**config.mk**
```make
export PLATFORM = sky130hd
export DESIGN_NAME = maxpool_relu_stage
export DESIGN_NICKNAME = d
export VERILOG_FILES = /design/src/rtl/cnn_pkg.sv /design/src/rtl/pool_addr_gen.sv /design/src/rtl/maxpool_relu_stage.sv
export SDC_FILE = /design/constraint.sdc
export NUM_CORES = 1
export LEC_CHECK = 0
export CORE_ASPECT_RATIO = 1.1
export CORE_MARGIN = 5
export CORE_UTILIZATION = 45
export DETAILED_ROUTE_END_ITERATION = 16
export GPL_TIMING_DRIVEN = 1
export PLACE_DENSITY = 0.67
export SYNTH_ARGS = -nofsm -noshare
export SYNTH_HDL_FRONTEND = slang
export SYNTH_HIERARCHICAL = 1
export SYNTH_SLANG_ARGS = --single-unit
```
**constraint.sdc**
```tcl
create_clock -name clk -period 11.1 [get_ports clk]
set_input_delay 2.22 -clock clk [delete_from_list [all_inputs] [get_ports clk]]
set_output_delay 2.22 -clock clk [all_outputs]
set_load 0.02 [all_outputs]
```
**src/rtl/cnn_pkg.sv**
```systemverilog
// Shared definitions for the CNN datapath stages.
//   - default pixel width and feature-map / pooling geometry
//   - FSM state encoding used by the pooling stage
//   - helpers for the pooled vector length and its index width
package cnn_pkg;

    localparam int DATA_W_DEF = 32;
    localparam int IMG_W_DEF  = 6;
    localparam int IMG_H_DEF  = 6;
    localparam int POOL_DEF   = 2;

    typedef enum logic [1:0] {
        IDLE  = 2'd0,
        ACCUM = 2'd1,
        DONE  = 2'd2
    } state_t;

    function automatic int out_n_calc(input int w, input int h, input int p);
        return (w / p) * (h / p);
    endfunction

    // Width able to index n items, never narrower than one bit.
    function automatic int idx_width(input int n);
        return (n <= 1) ? 1 : $clog2(n);
    endfunction

endpackage

```
**src/rtl/pool_addr_gen.sv**
```systemverilog
// Raster-position tracker for the pooling stage.
// Ports:
//   clk     in   rising-edge clock
//   rst     in   asynchronous active-low reset
//   clear   in   return to row 0 / col 0
//   advance in   one pixel accepted, step to the next raster position
//   idx     out  pooled-window index of the current position
//   last    out  current position is the final pixel of the frame
module pool_addr_gen
    import cnn_pkg::*;
#(
    parameter int IMG_W = IMG_W_DEF,
    parameter int IMG_H = IMG_H_DEF,
    parameter int POOL  = POOL_DEF,
    parameter int IDX_W = idx_width(out_n_calc(IMG_W_DEF, IMG_H_DEF, POOL_DEF))
) (
    input  logic             clk,
    input  logic             rst,
    input  logic             clear,
    input  logic             advance,
    output logic [IDX_W-1:0] idx,
    output logic             last
);

    localparam int COL_W = idx_width(IMG_W);
    localparam int ROW_W = idx_width(IMG_H);

    logic [COL_W-1:0] col;
    logic [ROW_W-1:0] row;

    always_ff @(posedge clk or negedge rst) begin
        if (!rst) begin
            col <= '0;
            row <= '0;
        end else if (clear) begin
            col <= '0;
            row <= '0;
        end else if (advance) begin
            if (col == COL_W'(IMG_W - 1)) begin
                col <= '0;
                // Wrap the row as well so the counters never leave the map.
                row <= (row == ROW_W'(IMG_H - 1)) ? '0 : row + 1'b1;
            end else begin
                col <= col + 1'b1;
            end
        end
    end

    assign idx  = IDX_W'((int'(row) / POOL) * (IMG_W / POOL) + int'(col) / POOL);
    assign last = (row == ROW_W'(IMG_H - 1)) && (col == COL_W'(IMG_W - 1));

endmodule

```
**src/rtl/maxpool_relu_stage.sv**
```systemverilog
// Fused max-pool + ReLU stage feeding the fully connected layer.
// Consumes one raster-order feature map, keeps a running max per pooling
// window (seeded with 0, which gives the ReLU), and publishes the shifted
// pooled vector with a held done flag.
// Ports:
//   clk       in   rising-edge clock
//   rst       in   asynchronous active-low reset
//   start     in   one-cycle pulse, clears accumulators and begins a frame
//   in_valid  in   in_data valid
//   in_ready  out  pixel accepted this cycle when in_valid is high
//   in_data   in   signed pixel, row-major raster order
//   pool_out  out  pooled vector, index (r/POOL)*(IMG_W/POOL) + c/POOL
//   done      out  pool_out holds a complete frame (level)
//   busy      out  frame accumulation in progress
module maxpool_relu_stage
    import cnn_pkg::*;
#(
    parameter  int DATA_W = DATA_W_DEF,
    parameter  int IMG_W  = IMG_W_DEF,
    parameter  int IMG_H  = IMG_H_DEF,
    parameter  int POOL   = POOL_DEF,
    parameter  int SHIFT  = 0,
    localparam int OUT_N  = out_n_calc(IMG_W, IMG_H, POOL)
) (
    input  logic                     clk,
    input  logic                     rst,
    input  logic                     start,
    input  logic                     in_valid,
    output logic                     in_ready,
    input  logic signed [DATA_W-1:0] in_data,
    output logic signed [DATA_W-1:0] pool_out [OUT_N],
    output logic                     done,
    output logic                     busy
);

    localparam int IDX_W = idx_width(OUT_N);

    if ((IMG_W % POOL) != 0 || (IMG_H % POOL) != 0) begin : g_geom_check
        $error("maxpool_relu_stage: IMG_W and IMG_H must be multiples of POOL");
    end

    function automatic logic signed [DATA_W-1:0] shift_out(input logic signed [DATA_W-1:0] v);
        return v >>> SHIFT;
    endfunction

    state_t                  state, state_nx;
    logic                    accept;
    logic                    last;
    logic [IDX_W-1:0]        idx;
    logic                    fin_p1;
    logic signed [DATA_W-1:0] acc [OUT_N];

    assign in_ready = (state == ACCUM);
    assign busy     = (state == ACCUM);
    // start wins over a pixel presented in the same cycle.
    assign accept   = in_valid && in_ready && !start;

    pool_addr_gen #(
        .IMG_W (IMG_W),
        .IMG_H (IMG_H),
        .POOL  (POOL),
        .IDX_W (IDX_W)
    ) u_addr (
        .clk     (clk),
        .rst     (rst),
        .clear   (start),
        .advance (accept),
        .idx     (idx),
        .last    (last)
    );

    always_ff @(posedge clk or negedge rst) begin
        if (!rst) state <= IDLE;
        else      state <= state_nx;
    end

    always_comb begin
        state_nx = state;
        case (state)
            IDLE:    if (start) state_nx = ACCUM;
            ACCUM:   if (start) state_nx = ACCUM;
                     else if (accept && last) state_nx = DONE;
            DONE:    if (start) state_nx = ACCUM;
            default: state_nx = IDLE;
        endcase
    end

    // Stage p0: running max per window, accumulators seeded with 0.
    always_ff @(posedge clk or negedge rst) begin
        if (!rst) begin
            for (int k = 0; k < OUT_N; k++) acc[k] <= '0;
        end else if (start) begin
            for (int k = 0; k < OUT_N; k++) acc[k] <= '0;
        end else if (accept) begin
            acc[idx] <= (in_data > acc[idx]) ? in_data : acc[idx];
        end
    end

    // Stage p1: one edge after the last pixel, acc already includes it, so
    // publishing the whole array here never loses the final window update.
    always_ff @(posedge clk or negedge rst) begin
        if (!rst) begin
            fin_p1 <= 1'b0;
            done   <= 1'b0;
            for (int k = 0; k < OUT_N; k++) pool_out[k] <= '0;
        end else begin
            fin_p1 <= accept && last;
            if (start) begin
                done <= 1'b0;
            end else if (fin_p1) begin
                done <= 1'b1;
                for (int k = 0; k < OUT_N; k++) pool_out[k] <= shift_out(acc[k]);
            end
        end
    end

endmodule

```
==> metrics.md, run 1 <==
| Metric | Value |
|---|---|
| Sequential fraction of the synthesis area | `0.537` |
| Largest net degree at the start of global routing | `221` |
| Status | `finished, final reports clean` |
| CP endpoint kind | `register` |
| Post-synth ARST share | `1.00` |
| Via-per-instance ratio | `6.69` |
| HP Class | `reg2reg` |
| Synthesis-stage register bit count | `586` |
| Reg2reg start | `u_addr/col[2]` |
| Worst reg2reg path endpoint | `acc[63]` |
| Skew final | `29.4 ps` |
| Routed via count | `21,900` |
| Initial core utilization | `0.455` |
| Synth top cells by count | `586 x dfrtp_1, 289 x mux2_2, 256 x a32oi_1` |
| Root Driver | `clkbuf_16` |
| Synth Net Count | `2,319` |
| Final Hold Fails | `0` |
| Post-synth top area cell | `dfrtp_1` |
| Placed Area | `0.0309 sq mm` |
| Post-layout min period | `8380 ps` |
| TritonCTS Buffers | `59` |
| Initial antenna violation count | `3` |
| Dpl hpwl | `59.4 mm` |
| Worst reg-to-reg setup slack | `2720 ps` |
| Fmax | `119 MHz` |
| Main flop type after synthesis | `dfrtp_1` |
| Avg Inst Size Synth | `12.1 sq um` |
| Grt met2 use | `0.437` |
| First DRT Iteration DRCs | `2,576` |
| Row cnt | `94` |
| Gr usage total | `0.278` |
| Area share of the largest cell type after synthesis | `0.537` |
| Wire length per cell | `28.8 um` |
| Number of distinct library cells after synthesis | `50` |
| Count leader, synth | `dfrtp_1` |
| # resized after CTS | `0` |
| Hold_buf cts | `0` |
| Worst-path fanout max | `73` |
| WP buf/inv | `7` |
| ANT nets after route | `0` |
| Number of flops mapped to enable cells by yosys | `0` |
| Leakage power | `14.2 nW` |
| Final RePlAce weighted congestion | `0.894` |
| Number of stages on the worst setup path | `22` |
| CP arrival | `8820 ps` |
| Share of layout cells above drive strength 1 | `0.209` |
| Cell Chain, Critical Path | `inv_1 > fa_1 > inv_1 > ha_4 > inv_1 > fa_1 > clkinv_2 > buf_4 > nor2b_4 > a2bb2oi_1 > o22ai_1 > o21ai_0 > ha_1 > nand3_1 > o21ai_0 > a2111oi_0 > o211ai_1 > nand4_1 > buf_4 > a211o_4 > buf_4 > o21ai_0` |
| Post-Route WL | `94.3 mm` |
| Io pins | `327` |
| Crit path launch type | `register` |
| Setup crit end | `acc[63]` |
| PwrDens | `143 mW/mm^2` |
| Vias in the first global route | `22,200` |
| DRC viols | `0` |
| CORE AREA | `0.0600 sq mm` |
| GRT met1 Usage | `0.376` |
| Busiest grt layer | `met2` |
| Final worst path period share | `0.755` |
| Setup_tns | `0 ps` |
| First-pass GRT wire length | `142 mm` |
| Slew margin rel. | `0.0440` |
| R2R depth | `22` |
| Total grt overflow | `0` |
| CTS tree | `yes` |
| DP Worst Slack | `2980 ps` |
| Met3 Use GR | `0.0681` |
| Die Footprint | `0.0657 sq mm` |
| H-tree depth | `2` |
| Worst Hold Slack | `504 ps` |
| I/O Buffers | `326` |
| First-pass DRT Iterations | `6` |
| Crit-path slowest cell | `nor2b_4` |
| Clock sink total | `586` |
| Fin. max-slew vios | `0` |
| # Post-CTS Setup Buffers | `0` |
| Crit. Startpoint | `u_addr/col[2]` |
| Syn Inst Count | `2,247` |
| Final setup vio count | `0` |
| Area grow syn2layout | `21.2%` |
| Worst slew pin tran | `1430 ps` |
| Max VDD drop | `0.105 mV` |
| Area contributors post-synth | `dfrtp_1 54%, mux2_2 12%, a32oi_1 8.2%, o21ai_1 4.4%, mux4_2 2.6%` |
| Reg clk slew, reported paths | `60 ps` |
| Maxcap violations | `0` |
| Final #Nets | `2,527` |
| Data required, critical path | `11,540 ps` |
| YS warnings | `6` |
| Die Height | `268 um` |
| RSZ-0062 raised after global routing | `false` |
| Cell Area, Synth | `0.0273 sq mm` |
| CP delay by family, top | `buffers and inverters` |
| Worst-case clock buffer depth | `3` |
| Setup slack after layout | `2720 ps` |
| Final Cell Area | `0.0331 sq mm` |
| Max incr delay on CP | `870 ps` |
| Power, Total | `0.00472 W` |
| Die width | `245 um` |
| WS Path Type | `reg2reg` |
| Skew-Pair Late Insertion Delay | `630 ps` |
flip-flops by register name, summed over array words and instances (netlist names):
name        cells
fin_p1          1
state           2
acc           288
u_addr/row      3
pool_out      288
u_addr/col      3
done            1
layer usage:
metal	part of all wire	vias to the layer above
li1	-	9032
met1	0.38	11000
met2	0.46	1587
met3	0.11	303
met4	0.046	2
met5	0.000074	-
worst min-delay path by stage:
stage,cells after the start,end,slack (ps),startpoint
6_report,1,pool_out[18],500,pool_out[18]
5_1_grt,1,pool_out[170],510,pool_out[170]
4_1_cts,1,pool_out[96],510,pool_out[96]
3_5_place_dp,1,pool_out[268],490,pool_out[268]
3_3_place_gp,1,pool_out[122],490,pool_out[122]
2_1_floorplan,2,done,470,fin_p1
layout by cell type, fill, tap and decap left out, drive strengths merged, types with 2 or more instances in the layout:
cell type,count
clkinv,8
clkdlybuf4s50,324
nor3,8
mux2,289
nand4,12
a221oi,2
o22ai,32
a2bb2oi,32
nand3,3
ha,34
nor2,44
a32oi,256
inv,42
bufinv,11
or4,2
o211ai,2
a32o,5
clkbuf,86
nand2b,3
dfrtp,586
mux2i,65
a21oi,23
a221o,27
nor2b,6
fa,2
a21o,11
a211o,3
mux4,32
and2,5
nand2,140
buf,38
clkinvlp,2
o21ai,322
and3,30
stage by stage:
step	std cells	util
finish	3269	0.551
CTS	3268	0.551
detailed placement	3162	0.516
floorplan	2247	-
global placement	3162	0.516
global route	3268	0.551
where the power goes:
group / total [W] / internal, W / switching, W
registers: 0.00217 / 0.00215 / 0.0000173
clock network: 0.00221 / 0.00135 / 0.000861
logic: 0.000348 / 0.0000807 / 0.000267
total: 0.00472 / 0.00358 / 0.00115
layout make-up:
| type | count | area (sq um) |
|---|---|---|
| Fill cell | 4965 | 26900 |
| Sequential cell | 586 | 14700 |
| Multi-Input combinational cell | 1403 | 11600 |
| Timing Repair Buffer | 362 | 3580 |
| Clock buffer | 86 | 1760 |
| Tap cell | 768 | 961 |
| Clock inverter | 20 | 384 |
| Inverter | 43 | 163 |
| Antenna cell | 1 | 2.50 |
kinds of logic (layout without fill, tap and decap cells):
family | count (synthesis) | count (layout) | share of synthesized area
flip-flops | 586 | 586 | 0.537
XOR/XNOR | 2 | 2 | 0.000642
other | 0 | 1 | 0
AO/OA/AOI/OAI | 721 | 721 | 0.182
adder cells (fa/ha/maj) | 36 | 36 | 0.0171
buffers and inverters | 258 | 511 | 0.0481
multiplexers | 386 | 386 | 0.169
AND/OR/NAND/NOR | 258 | 258 | 0.0453
No activity file was read; power rests on OpenSTA's default activity.
==> run 2, diff against run 1 <==
- PLACE_DENSITY: 0.67 -> 0.69
- clock period: 11.1 -> 7.2 ns (I/O delays scaled with it)
==> metrics.md, run 2 (synthesis gave the netlist of run 1 again) <==
| Metric | Value |
|---|---|
| Share of layout cells above drive strength 1 | `0.213 (was 0.209)` |
| Die Footprint | `0.0657 sq mm (unchanged)` |
| Most frequent cells in the layout | `586 x dfrtp_1, 324 x clkdlybuf4s50_1, 289 x mux2_2 (unchanged)` |
| Maxcap violations | `0 (unchanged)` |
| H-tree depth | `2 (unchanged)` |
| Worst slew pin tran | `1370 ps (was 1430 ps)` |
| Via-per-instance ratio | `6.64 (was 6.69)` |
| Clock sink total | `586 (unchanged)` |
| Worst reg-to-reg setup slack | `380 ps (was 2720 ps)` |
| Worst reg2reg path endpoint | `acc[29] (was acc[63])` |
| Wire length per cell | `28.5 um (was 28.8 um)` |
| Fin. max-slew vios | `0 (unchanged)` |
| Row cnt | `94 (unchanged)` |
| First DRT Iteration DRCs | `3,122 (was 2,576)` |
| Final RePlAce weighted congestion | `0.906 (was 0.894)` |
| DP Worst Slack | `502 ps (was 2980 ps)` |
| Crit. Startpoint | `u_addr/col[2] (unchanged)` |
| Crit-path slowest cell | `buf_4 (was nor2b_4)` |
| Largest net degree at the start of global routing | `198 (was 221)` |
| Final #Nets | `2,537 (was 2,527)` |
| Total grt overflow | `0 (unchanged)` |
| Data required, critical path | `7770 ps (was 11,540 ps)` |
| Die width | `245 um (unchanged)` |
| ANT nets after route | `0 (unchanged)` |
| Worst-path fanout max | `100 (was 73)` |
| Fmax | `147 MHz (was 119 MHz)` |
| Max VDD drop | `0.178 mV (was 0.105 mV)` |
| Final Cell Area | `0.0332 sq mm (was 0.0331 sq mm)` |
| PwrDens | `217 mW/mm^2 (was 143 mW/mm^2)` |
| Root Driver | `clkbuf_16 (unchanged)` |
| Slew margin rel. | `0.0805 (was 0.0440)` |
| CORE AREA | `0.0600 sq mm (unchanged)` |
| Leakage power | `14.3 nW (was 14.2 nW)` |
| First-pass GRT wire length | `141 mm (was 142 mm)` |
| Post-Route WL | `93.6 mm (was 94.3 mm)` |
| CTS tree | `yes (unchanged)` |
| Area grow syn2layout | `21.5% (was 21.2%)` |
| Routed via count | `21,800 (was 21,900)` |
| CP endpoint kind | `register (unchanged)` |
| Initial core utilization | `0.455 (unchanged)` |
| Vias in the first global route | `22,400 (was 22,200)` |
| # Post-CTS Setup Buffers | `0 (unchanged)` |
| Reg area | `0.0147 sq mm (unchanged)` |
| Fill cell count | `4,945 (was 4,965)` |
| Gr usage total | `0.277 (was 0.278)` |
| DRC viols | `0 (unchanged)` |
| HP Class | `reg2reg (unchanged)` |
| Post-layout min period | `6820 ps (was 8380 ps)` |
| Crit path launch type | `register (unchanged)` |
| Max incr delay on CP | `900 ps (was 870 ps)` |
| Final Hold Fails | `0 (unchanged)` |
| Setup slack after layout | `378 ps (was 2720 ps)` |
| TritonCTS Buffers | `60 (was 59)` |
| Final worst path period share | `0.947 (was 0.755)` |
| Most common cell after layout, fill and taps aside | `dfrtp_1 (unchanged)` |
| Skew-Pair Late Insertion Delay | `650 ps (was 630 ps)` |
| RSZ-0062 raised after global routing | `false (unchanged)` |
| Largest registers | `acc (288), pool_out (288) (unchanged)` |
| Die Height | `268 um (unchanged)` |
| First-pass DRT Iterations | `6 (unchanged)` |
| Final setup vio count | `0 (unchanged)` |
| Cell Chain, Critical Path | `inv_1 > fa_1 > inv_1 > ha_4 > buf_4 > mux4_2 > inv_1 > o21ai_0 > o21ai_0 > ha_1 > nand4_1 > or4_1 > nor2_2 > a21oi_1 > nand4_1 > buf_4 > buf_4 > and3_1 > a221o_1 (was inv_1 > fa_1 > inv_1 > ha_4 > inv_1 > fa_1 > clkinv_2 > buf_4 > nor2b_4 > a2bb2oi_1 > o22ai_1 > o21ai_0 > ha_1 > nand3_1 > o21ai_0 > a2111oi_0 > o211ai_1 > nand4_1 > buf_4 > a211o_4 > buf_4 > o21ai_0)` |
| Skew final | `26.7 ps (was 29.4 ps)` |
| Io pins | `327 (unchanged)` |
| Dpl hpwl | `59.2 mm (was 59.4 mm)` |
| Setup crit end | `acc[29] (was acc[63])` |
| Worst-case clock buffer depth | `3 (unchanged)` |
| Multi-input logic area | `0.0116 sq mm (unchanged)` |
| Reg clk slew, reported paths | `60 ps (about the same)` |
| Initial antenna violation count | `5 (was 3)` |
| R2R depth | `19 (was 22)` |
| Placed Area | `0.0311 sq mm (was 0.0309 sq mm)` |
| CP arrival | `7390 ps (was 8820 ps)` |
| Status | `finished, final reports clean (unchanged)` |
| I/O Buffers | `326 (unchanged)` |
| Reg2reg start | `u_addr/col[2] (unchanged)` |
| Setup_tns | `0 ps (unchanged)` |
| Fin util | `0.553 (was 0.551)` |
| WS Path Type | `reg2reg (unchanged)` |
[run 2: cell types whose count changed in the layout (fill, tap and decap cells not counted), sizes merged]
| cell | previous run | this run |
|---|---|---|
| buf | 38 | 47 |
| clkinvlp | 2 | 0 |
| clkbuf | 86 | 88 |
| diode | 1 | 3 |
| bufinv | 11 | 7 |
| clkinv | 8 | 18 |
[run 2: worst min path at each step]
stage	end	cells after the start	slack, ps	start
final	pool_out[62]	1	500	pool_out[62]
after global routing	pool_out[62]	1	510	pool_out[62]
after CTS	pool_out[22]	1	510	pool_out[22]
after detailed placement	pool_out[22]	1	490	pool_out[22]
after global placement	pool_out[28]	1	490	pool_out[28]
after floorplan	done	2	470	fin_p1
[run 2: cell type report]
| class | instances | share of cell area |
|---|---|---|
| multi-input cells | 1403 | 0.348 |
| inverters | 43 | 0.00490 |
| repair buffers | 371 | 0.112 |
| well taps | 768 | 0.0290 |
| clock inverters | 24 | 0.00992 |
| diodes | 3 | 0.000226 |
| clock buffers | 88 | 0.0530 |
| flip-flops and latches | 586 | 0.442 |
[run 2: layer usage]
layer  vias up  global-route usage  wire, um
met5         -                   0        24
met2      1573               0.437     43500
met3       337              0.0620     10200
met4         4               0.123      4330
li1       9074                   -         -
met1     10800               0.370     35500
[run 2: where the power goes]
group	total [W]	switching (W)	internal, W
combinational	0.000550	0.000420	0.000130
sequential	0.00334	0.0000241	0.00331
clock	0.00330	0.00136	0.00194
total	0.00718	0.00180	0.00538
[run 2: through the flow]
stage	std cells	hold slack (ps)	total power (W)
after floorplan	2247	467	0.00370
after global placement	3171	488	0.00391
after detailed placement	3171	492	0.00393
after CTS	3283	506	0.00721
after global routing	3283	513	0.00739
final	3286	502	0.00718
[run 2: worst max-delay path: cells and delay by family, from the launching register on]
family	cells	cell delay [ps]
multiplexers	1	300
flip-flops	1	430
adder cells (fa/ha/maj)	3	1580
AND/OR/NAND/NOR	5	1480
buffers and inverters	6	2360
AO/OA/AOI/OAI	4	490
[run 2: repair_timing]
item	in CTS	in global routing
endpoints found under the setup margin	0	18
gates resized for setup	0	1
hold buffers	0	0
